[src/rtl/dmem_arb_pkg.sv]
// ---------------------------------------------------------------------------
// dmem_arb_pkg
// Shared types and helpers for the data-memory arbiter:
//   state_t   - arbiter FSM states (IDLE, ACCESS, RESP)
//   M0 / M1   - requester IDs (M0 = CPU load/store unit, M1 = loader/debug)
//   addr_err  - flags a word access that is misaligned or out of range
// ---------------------------------------------------------------------------
package dmem_arb_pkg;

    typedef enum logic [1:0] {
        IDLE   = 2'd0,
        ACCESS = 2'd1,
        RESP   = 2'd2
    } state_t;

    localparam logic M0 = 1'b0;
    localparam logic M1 = 1'b1;

    // Word access is legal only when word aligned and the last byte of the
    // word still lies inside the memory. Arguments are widened to 64 bits
    // so callers with any address width up to 64 can use it.
    function automatic logic addr_err(input logic [63:0] addr,
                                      input logic [63:0] mem_bytes);
        return (addr[1:0] != 2'b00) || (addr > (mem_bytes - 64'd4));
    endfunction

endpackage

[src/rtl/dmem_arbiter_rr_arbiter2.sv]
// ---------------------------------------------------------------------------
// rr_arbiter2
// Two-way round-robin arbiter. Holds the tie-break pointer and produces a
// one-hot grant for the current cycle.
// Ports:
//   clk, rstn   clock and asynchronous active-low reset
//   i_req       request vector, bit 0 = M0, bit 1 = M1
//   i_advance   arbitration window; no grant is produced outside it
//   o_grant     one-hot grant (combinational)
// ---------------------------------------------------------------------------
module rr_arbiter2
    import dmem_arb_pkg::*;
(
    input  logic       clk,
    input  logic       rstn,
    input  logic [1:0] i_req,
    input  logic       i_advance,
    output logic [1:0] o_grant
);

    // Requester that wins when both ask: always the one not granted last.
    logic r_pref;

    always_comb begin
        o_grant = 2'b00;
        if (i_advance) begin
            if (i_req == 2'b11) begin
                o_grant = (r_pref == M1) ? 2'b10 : 2'b01;
            end else begin
                o_grant = i_req;
            end
        end
    end

    // Granting M0 hands the next tie to M1 and vice versa.
    always_ff @(posedge clk or negedge rstn) begin
        if (!rstn) begin
            r_pref <= M0;
        end else if (o_grant != 2'b00) begin
            r_pref <= o_grant[0];
        end
    end

endmodule

[src/rtl/dmem_arbiter.sv]
// ---------------------------------------------------------------------------
// dmem_arbiter
// Shares one single-port, byte-addressed data memory between M0 (CPU LSU)
// and M1 (loader/debug port) with round-robin arbitration.
//
// Handshake (both requesters): a requester raises i_reqX with a stable
// command and holds it until it sees o_gntX (one-cycle pulse, registered:
// one cycle after the request was arbitrated). It may change or drop the
// command from the cycle after o_gntX. Exactly one o_rvalidX pulse follows
// the grant one cycle later, for reads and writes alike; o_rData and o_err
// are meaningful only with it. Dropping i_reqX before o_gntX withdraws it.
//
// Ports:
//   clk, rstn                    clock, asynchronous active-low reset
//   i_req0/1, i_we0/1            request and write-enable per requester
//   i_addr0/1, i_wData0/1        byte address and write data per requester
//   o_gnt0/1                     command accepted (1-cycle pulse)
//   o_rvalid0/1                  response (1-cycle pulse)
//   o_rData, o_err               response data / error qualifier
//   o_busy                       high whenever the FSM is not IDLE
//   o_DMem_we/addr/wData         memory command, active only in ACCESS
//   i_DMem_rData                 combinational memory read data
// ---------------------------------------------------------------------------
module dmem_arbiter
    import dmem_arb_pkg::*;
#(
    parameter int MEM_BYTES = 256,
    parameter int AW        = 32,
    parameter int DW        = 32
) (
    input  logic          clk,
    input  logic          rstn,
    input  logic          i_req0,
    input  logic          i_req1,
    input  logic          i_we0,
    input  logic          i_we1,
    input  logic [AW-1:0] i_addr0,
    input  logic [AW-1:0] i_addr1,
    input  logic [DW-1:0] i_wData0,
    input  logic [DW-1:0] i_wData1,
    output logic          o_gnt0,
    output logic          o_gnt1,
    output logic          o_rvalid0,
    output logic          o_rvalid1,
    output logic [DW-1:0] o_rData,
    output logic          o_err,
    output logic          o_busy,
    output logic          o_DMem_we,
    output logic [AW-1:0] o_DMem_addr,
    output logic [DW-1:0] o_DMem_wData,
    input  logic [DW-1:0] i_DMem_rData
);

    state_t        r_state;
    state_t        w_next_state;

    // Latched command of the transaction currently in ACCESS/RESP.
    logic          r_id;
    logic          r_we;
    logic          r_err;
    logic [AW-1:0] r_addr;
    logic [DW-1:0] r_wdata;
    logic [DW-1:0] r_rdata;

    logic          w_arb_en;
    logic [1:0]    w_req;
    logic [1:0]    w_grant;
    logic          w_win_id;
    logic          w_win_we;
    logic          w_win_err;
    logic [AW-1:0] w_win_addr;
    logic [DW-1:0] w_win_wdata;

    // Arbitration only happens when no command is in ACCESS; RESP overlaps
    // with the next arbitration to reach one access every two cycles.
    assign w_arb_en = (r_state == IDLE) || (r_state == RESP);
    assign w_req    = {i_req1, i_req0} & {2{w_arb_en}};

    rr_arbiter2 u_rr (
        .clk       (clk),
        .rstn      (rstn),
        .i_req     (w_req),
        .i_advance (w_arb_en),
        .o_grant   (w_grant)
    );

    // Grant is one-hot, so bit 1 alone identifies the winner.
    assign w_win_id    = w_grant[1];
    assign w_win_we    = w_win_id ? i_we1    : i_we0;
    assign w_win_addr  = w_win_id ? i_addr1  : i_addr0;
    assign w_win_wdata = w_win_id ? i_wData1 : i_wData0;
    assign w_win_err   = addr_err(64'(w_win_addr), 64'(MEM_BYTES));

    // ---------------- FSM ----------------
    always_ff @(posedge clk or negedge rstn) begin
        if (!rstn) begin
            r_state <= IDLE;
        end else begin
            r_state <= w_next_state;
        end
    end

    always_comb begin
        w_next_state = r_state;
        case (r_state)
            IDLE, RESP: w_next_state = (w_grant != 2'b00) ? ACCESS : IDLE;
            ACCESS:     w_next_state = RESP;
            default:    w_next_state = IDLE;
        endcase
    end

    // ---------------- command latch and response register ----------------
    always_ff @(posedge clk or negedge rstn) begin
        if (!rstn) begin
            r_id    <= M0;
            r_we    <= 1'b0;
            r_err   <= 1'b0;
            r_addr  <= '0;
            r_wdata <= '0;
            r_rdata <= '0;
        end else begin
            if (w_grant != 2'b00) begin
                r_id    <= w_win_id;
                r_we    <= w_win_we;
                r_err   <= w_win_err;
                r_addr  <= w_win_addr;
                r_wdata <= w_win_wdata;
            end
            // Writes and rejected accesses return zero data.
            if (r_state == ACCESS) begin
                r_rdata <= (r_we || r_err) ? '0 : i_DMem_rData;
            end
        end
    end

    // ---------------- outputs ----------------
    assign o_gnt0       = (r_state == ACCESS) && (r_id == M0);
    assign o_gnt1       = (r_state == ACCESS) && (r_id == M1);
    assign o_rvalid0    = (r_state == RESP)   && (r_id == M0);
    assign o_rvalid1    = (r_state == RESP)   && (r_id == M1);
    assign o_rData      = (r_state == RESP)   ? r_rdata : '0;
    assign o_err        = (r_state == RESP)   && r_err;
    assign o_busy       = (r_state != IDLE);
    assign o_DMem_we    = (r_state == ACCESS) && r_we && !r_err;
    assign o_DMem_addr  = (r_state == ACCESS) ? r_addr  : '0;
    assign o_DMem_wData = (r_state == ACCESS) ? r_wdata : '0;

endmodule

[config.mk]
export PLATFORM = sky130hd
export DESIGN_NAME = dmem_arbiter
export DESIGN_NICKNAME = d
export VERILOG_FILES = /design/src/rtl/dmem_arb_pkg.sv /design/src/rtl/dmem_arbiter_rr_arbiter2.sv /design/src/rtl/dmem_arbiter.sv
export SDC_FILE = /design/constraint.sdc
export NUM_CORES = 1
export LEC_CHECK = 0
export ABC_AREA = 1
export CELL_PAD_IN_SITES_DETAIL_PLACEMENT = 0
export CELL_PAD_IN_SITES_GLOBAL_PLACEMENT = 1
export CORE_UTILIZATION = 25
export DETAILED_ROUTE_END_ITERATION = 10
export MAX_ROUTING_LAYER = met4
export PLACE_DENSITY_LB_ADDON = 0.1
export SLEW_MARGIN = 40
export SYNTH_ARGS = -nofsm -noshare
export SYNTH_HDL_FRONTEND = slang
export SYNTH_SLANG_ARGS = --single-unit
[constraint.sdc]
create_clock -name clk -period 1.72 [get_ports clk]
set_input_delay 0.516 -clock clk [delete_from_list [all_inputs] [get_ports clk]]
set_output_delay 0.516 -clock clk [all_outputs]
set_load 0.02 [all_outputs]
==> reports/results.env <==
POSTROUTEANTENNANETS=0
CTSROOTBUFFERMASTER='clkbuf_16'
RSZ_0062_RAISED_AFTER_GLOBAL_ROUTING='yes'
DIE_W_UM=149
DRIVE_ABOVE_1_SHARE_PCT=26.5
TRITONCTS='done'
FAILING_CHECKS='setup timing'
WL_MET1_UM=8980
TIMING.FINAL.SETUP_VIOLATIONS=104
NNETSFINAL=1202
SYNTHDISTINCTLIBCELLS=25
CRITICAL_PATH_CLASS='reg2out'
PLACEMENT.CELL_AREA_UM2=8890
WORSTPATHCELLLIST='nor2_4, inv_8, buf_12, nor2_2, buf_4'
DETAIL_ROUTE.DRC_VIOLATIONS=0
FF2FF_SETUP_SLACK_NS=-0.05
VIAS_PER_CELL=4.37
WORSTSKEWPAIRLATENCY_NS=0.35
IO_BUFFERS=268
GRT_START_MAX_NET_PINS=43
GRT_FIRST_PASS_WIRELENGTH_UM=31200
CLOCK_SINKS=102
CTS_INSERTED_BUFFERS=9
TIMING.HOLD.WORST.CLASS='in2async'
LAYOUT.CELL_AREA.NON_FILLER_UM2=9950
GRT_OVERFLOW=0
TIGHTEST_SLEW_NS=0.422
R2R-START='r_state[0]$_DFF_PN0_'
CTSLONGESTPATHBUFFERS=2
FIN_WORST_SKEW_NS=0.00818
FINAL_CELL_COUNT_NO_FILL=1318
MIN_PERIOD_OVER_PERIOD_PCT=117
NUMBER_OF_SYNTHESIZED_REGISTER_BITS=102
CRIT_SLOWEST_CELL='dfrtp_1'
ITERATION_COUNT_OF_THE_INITIAL_DETAILED_ROUTING_PASS=5
TIMING.FINAL.MAX_SLEW_VIOLATIONS=0
POSTLAYOUTSETUPSLACKWORST_NS=-0.300
DRT-INITIAL-DRC-COUNT=199
TIMING.FINAL.CRIT_PERIOD_NS=2.02
SYNTH-WARNING-COUNT=0
CPPEAKSTAGEDELAY_NS=0.41
SYN_AVG_CELL_AREA_UM2=7.20
SYN_NETS=913
DETAILROUTE.WIRELENGTH.MET3_UM=966
DIE_H_UM=149
MET2WIRELENGTH_UM=9790
LEAKAGE_nW=4.60
POWER_DENSITY_nW_PER_UM2=893
CTS_MAX_LEVEL=3
WORST_MAX_SLEW_MARGIN_EXPRESSED_RELATIVE_TO_THE_LIMIT_PCT=71.9
PLACE.DETAILED.HPWL_UM=13700
VDD_IR_DROP_MAX_mV=0.477
GRT_PASS1_VIAS=5815
RUN_STATUS='finished with violations'
SYN_INST=747
CRIT_PATH_START_KIND='flip-flop'
REPORT.FINAL.HOLD_VIOL_COUNT=0
GR_UTIL_ALL_LAYERS_PCT=18.8
DP.CELLS=1282
ANTENNA_FOUND_INITIAL=1
CRIT_REQUIRED_NS=1.20
TOTALWIRELENGTH_UM=20100
IO_PINS=269
FINALWEIGHTEDCONGESTION=0.794
WIRE_LENGTH_PER_CELL_UM=15.3
CRITPATHMAXFANOUT=26
MAPPEDNETLISTAREA_UM2=5380
FLOORPLAN.ROWS=53
CLOCK.FMAX_MHz=495
INITIAL_UTILIZATION_PCT=25.6
TIMING.SETUP.TNS_NS=-24.12
CORE_AREA_UM2=21000
MAX_CAP_VIOLATIONS=0
AREA.GROWTH.SYNTH_TO_FINAL_PCT=85.1
AREA_ENCLOSED_BY_THE_DIE_BOUNDARY_UM2=22100
SYNTH.YOSYS.SEQ_AREA_SHARE_PCT=47.5
CLKSLEWWORSTSETUPHOLDPATHS_NS=0.08
END_KIND='output pin'
NUM_VIAS=5761
REPORT.POWER.TOTAL_W=0.00889
TIMING.CRITICAL_PATH.FROM='r_state[1]$_DFF_PN0_'
POST_CTS_HOLD_BUFFER_COUNT=0
LAYOUT.CORE_UTILIZATION_PCT=47.3
ARRIVAL_TIME_REPORTED_FOR_THE_CRITICAL_PATH_ENDPOINT_NS=1.50
HIGHEST-SIGNAL-LAYER='met4'
==> repair_timing <==
action,in CTS,in global routing
cloned,8,2
pin swaps,10,4
setup buffers,5,3
gates resized for setup,617,89
endpoints found under the setup margin,127,127
==> critical path: cells and delay by family (launching register included) <==
family | cells | cell delay [ns]
buffers and inverters | 3 | 0.43
flip-flops | 1 | 0.41
AND/OR/NAND/NOR | 2 | 0.31
==> stage by stage <==
step	hold WS [ns]	setup slack [ns]
after global routing	0.0240	-0.364
after CTS	0.0177	-0.305
after detailed placement	0.406	-0.533
after global placement	0.405	-0.524
after floorplan	0.220	-0.0204
final	0.0242	-0.300
==> state kept, by name, indices dropped and copies added (netlist names) <==
name and flops:
r_addr 32, r_rdata 32, r_wdata 32, r_state 2, r_err 1, r_id 1
r_we 1, u_rr.r_pref 1
==> placed cells by master (no fill, tap or decap), types with 2 or more instances in the layout <==
master           count
buf_4               57
inv_8                2
dfrtp_1            102
o21ai_0             30
clkbuf_16           11
diode_2              2
nor2_2              14
o21ai_1             13
clkdlybuf4s50_1    162
inv_2                3
a21oi_1              7
nor2_4              72
a31oi_1             33
nand2_2              2
dlygate4sd2_1        2
nor2_1              72
nand3b_1             4
o22ai_1             32
inv_1              142
nand2_1            113
buf_12              18
nand3_1             51
buf_16               8
buf_6               77
clkinvlp_4           2
inv_6                2
==> synth_stat cells, drive strengths merged <==
master    n  share of area (%)
dfrtp   102                 47
o22ai    32                3.7
or2       1               0.12
inv     146                 10
nand2   117                8.4
nor2    158                 11
a21boi    1               0.14
mux2i     1               0.19
a31oi    33                3.8
nand3    51                4.7
nor3      1              0.093
clkbuf   20                1.4
a21oi     7               0.65
buf      28                3.0
nand3b    4               0.56
o21ai    45                4.3
==> layer usage <==
layer / track usage [%] / vias to the layer above
li1: - / 2897
met1: 23.5 / 2686
met2: 30.4 / 156
met3: 3.34 / 22
met4: 6.24 / 0
met5: - / -
==> logic make-up after synthesis <==
kind of cell / synth area share, %
buf+inv: 14.5
flops: 47.5
compound gates: 12.6
mux: 0.186
simple gates: 25.2
==> layout make-up <==
cell class | instances | area, um2
tap | 275 | 344
fill | 2140 | 11100
clock inverter | 6 | 52.6
multi-input combinational | 451 | 2640
timing repair buffer | 326 | 3560
clock buffer | 10 | 239
antenna | 2 | 5.00
sequential | 102 | 2550
inverter | 146 | 556
==> where the power goes <==
group | switching (W) | total, W | internal (W)
Combinational | 0.00207 | 0.00386 | 0.00178
Sequential | 0.000185 | 0.00298 | 0.00279
Clock | 0.00101 | 0.00205 | 0.00105
==> worst paths after layout <==
path,end,cells after the start
min in group clk,u_rr.r_pref$_DFFE_PN0P_,1
min,r_wdata[22]$_DFFE_PN0P_,1
min reg2reg,u_rr.r_pref$_DFFE_PN0P_,1
max,o_DMem_addr[23],5
max reg2reg,r_err$_DFFE_PN0P_,13
max in group asynchronous,r_wdata[2]$_DFFE_PN0P_,2
Power figures use the tool's default switching activity.
==> RTL change, RTL diff (same settings) <==
Encoding of `state_t`: now one-hot (3 bits for 3 states).
--- a/src/rtl/dmem_arb_pkg.sv
+++ b/src/rtl/dmem_arb_pkg.sv
@@ -9,6 +9,6 @@
 
-    typedef enum logic [1:0] {
-        IDLE   = 2'd0,
-        ACCESS = 2'd1,
-        RESP   = 2'd2
+    typedef enum logic [2:0] {
+        IDLE   = 3'b001,
+        ACCESS = 3'b010,
+        RESP   = 3'b100
     } state_t;
Check against the original RTL: same outputs for any inputs over 10 cycles, from zero or initial values and one cycle with rstn low; not proved beyond that.
==> RTL change against the original RTL <==
Sequential cell count increased by 1. Global-route usage fell by 0.94 points. Wire length is 11% higher. Critical endpoint is now o_DMem_wData[19]. Worst setup slack worse by 0.22 ns. Area after synthesis increased by 0.35%. Critical path type unchanged. Design area rose by 10%. Final cell count up 1.7%. The run still ends with setup timing left. Critical path depth is 2 higher. Clock skew down 0.0017 ns. Sequential share of layout area down 2.1 points. Die area is 0.35% higher.
Power is not compared: it rests on default switching activity, and its combinational part moved more than twofold at a synthesized area within 25%.
==> RTL change: results (changes against the original RTL) <==
run_status:
  status: "finished, violations left"  # unchanged
  violations: "setup timing"  # unchanged
worst_setup_path:
  r2r_end: "r_wdata[23]"  # was r_err
  r2r_setup_slack_ns: -0.39  # was -0.05 ns
  slowest_delay_ns: 0.36  # was 0.41 ns
  arrival_ns: 1.73  # was 1.50 ns
  crit_fanout: 8  # was 26
  worst_r2r_path_depth: 13  # unchanged
  critical_path.slowest_cell: "dfrtp_1"  # unchanged
  r2r-start: "r_state[0]"  # unchanged
placed_design:
  dp_hpwl_um: 14300  # was 13700 um
  place_area_um2: 9130  # was 8890 um2
  gp_congestion: 0.758  # was 0.794
  pre_cts_ws_ns: -0.610  # was -0.533 ns
clock_network:
  clk_latency_ns: 0.35  # about the same
  htreeDepth: 3  # unchanged
  cts_root_buf: "clkbuf_16"  # unchanged
worst_hold_path:
  min_to: "r_addr[14]"
  min_path_type: "reg2reg"  # was in2async
yosys:
  ys_top_cells_by_count: "nor2_1 (126), inv_1 (115), nand2_1 (115)"  # was nor2_1 (156), inv_1 (144), nand2_1 (115)
  synth_nets: 880  # was 913
  synth.area.top_cells: "dfrtp_1 (47%), o21ai_0 (9.0%), nor2_1 (8.8%)"  # was dfrtp_1 (47%), nor2_1 (11%), inv_1 (10%)
  yosys_warnings: 0  # unchanged
  ys_types: 23  # was 25
  synth_edf_count: 0  # unchanged
  ys_seq_area_frac: 0.478  # was 0.475
global_routing:
  grt_pass1_wl_um: 29700  # was 31200 um
  antenna_found_initial: 0  # was 1
  grt_max_degree: 67  # was 43
  grt_pass1_vias: 5426  # was 5815
  grt_usage: 0.178  # was 0.188
route:
  drt_iter0_markers: 167  # was 199
  drt_wl_total_um: 22300  # was 20100 um
  dr.pass1.iters: 4  # was 5
  routed-via-count: 5946  # was 5761
finish:
  layout-drive-gt1-share: 0.403  # was 0.265
  diodes: 0  # was 2
  finalNetCount: 1226  # was 1202
  top_regs: "r_addr x32, r_rdata x32, r_wdata x32"  # unchanged
  n_fill_cell: 2032  # was 2140
sta:
  finalSetupViolCount: 173  # was 104
  worst_slack_ns: -0.523  # was -0.300 ns
  worst_clock_skew_ns: 0.00652  # was 0.00818 ns
  relSlewSlack: 0.607  # was 0.719
  holdWs_ns: 0.490  # was 0.0242 ns
power_and_ir_drop:
  p_leak_nw: 4.95
  ir_drop_uv: 757
## RTL change: through the flow
stage               TNS (ns)  instances   util
floorplan                  0        714      -
finish                -64.74       1340  0.520
CTS                   -50.94       1296  0.435
global placement      -68.13       1272  0.433
global route          -83.40       1340  0.520
detailed placement    -69.81       1272  0.433
## RTL change: report_power, final
group          switching [mW]  total (mW)  internal (mW)  leakage [nW]
sequential              0.314        3.65           3.33          1.29
combinational            5.10        9.83           4.73          3.53
clock                    1.01        2.02           1.01         0.139
## RTL change: worst max path at each step
stage | slack (ns) | start | to | cells past startpoint
final | -0.52 | r_state[1] | o_DMem_wData[19] | 7
after global routing | -0.63 | r_state[1] | o_DMem_wData[19] | 7
after CTS | -0.54 | r_state[0] | o_rData[2] | 6
after detailed placement | -0.61 | i_req1 | r_err | 10
after global placement | -0.59 | i_req1 | r_err | 12
after floorplan | 0.01 | r_state[0] | o_rData[10] | 4
## RTL change: cell families after synthesis
logic type / synth area share
compound gates: 0.167
simple gates: 0.227
buf+inv: 0.128
flops: 0.478
## RTL change: final cells by class
cell class	instances	share of cell area
repair buffers	382	0.379
clock buffers	10	0.0209
multi-input cells	447	0.287
flip-flops and latches	103	0.235
well taps	275	0.0314
repair inverters	1	0.000571
inverters	116	0.0408
clock inverters	6	0.00502
## RTL change: worst max-delay path: cells and delay by family, from the launching register on
family	cells	cell delay (ns)
buffers and inverters	5	0.72
flip-flops	1	0.36
AND/OR/NAND/NOR	2	0.29
## RTL change: timing repair
action / CTS / global route
pin swaps: 0 / 55
gates cloned: 0 / 25
endpoints found under the hold margin: 0 / 1
setup buffers: 8 / 18
setup endpoints to repair: 172 / 199
resized for setup: 463 / 382
hold buffers: 0 / 1
## RTL change: per-layer routing
layer  wire length [um]  up-vias  global-route usage  part of all wire
met5                  0        -                   -                 0
met4                253        0              0.0393             0.011
met3               1150       18              0.0407             0.051
met2              10900      182               0.278              0.49
met1               9990     2805               0.234              0.45
li1                   -     2941                   -                 -
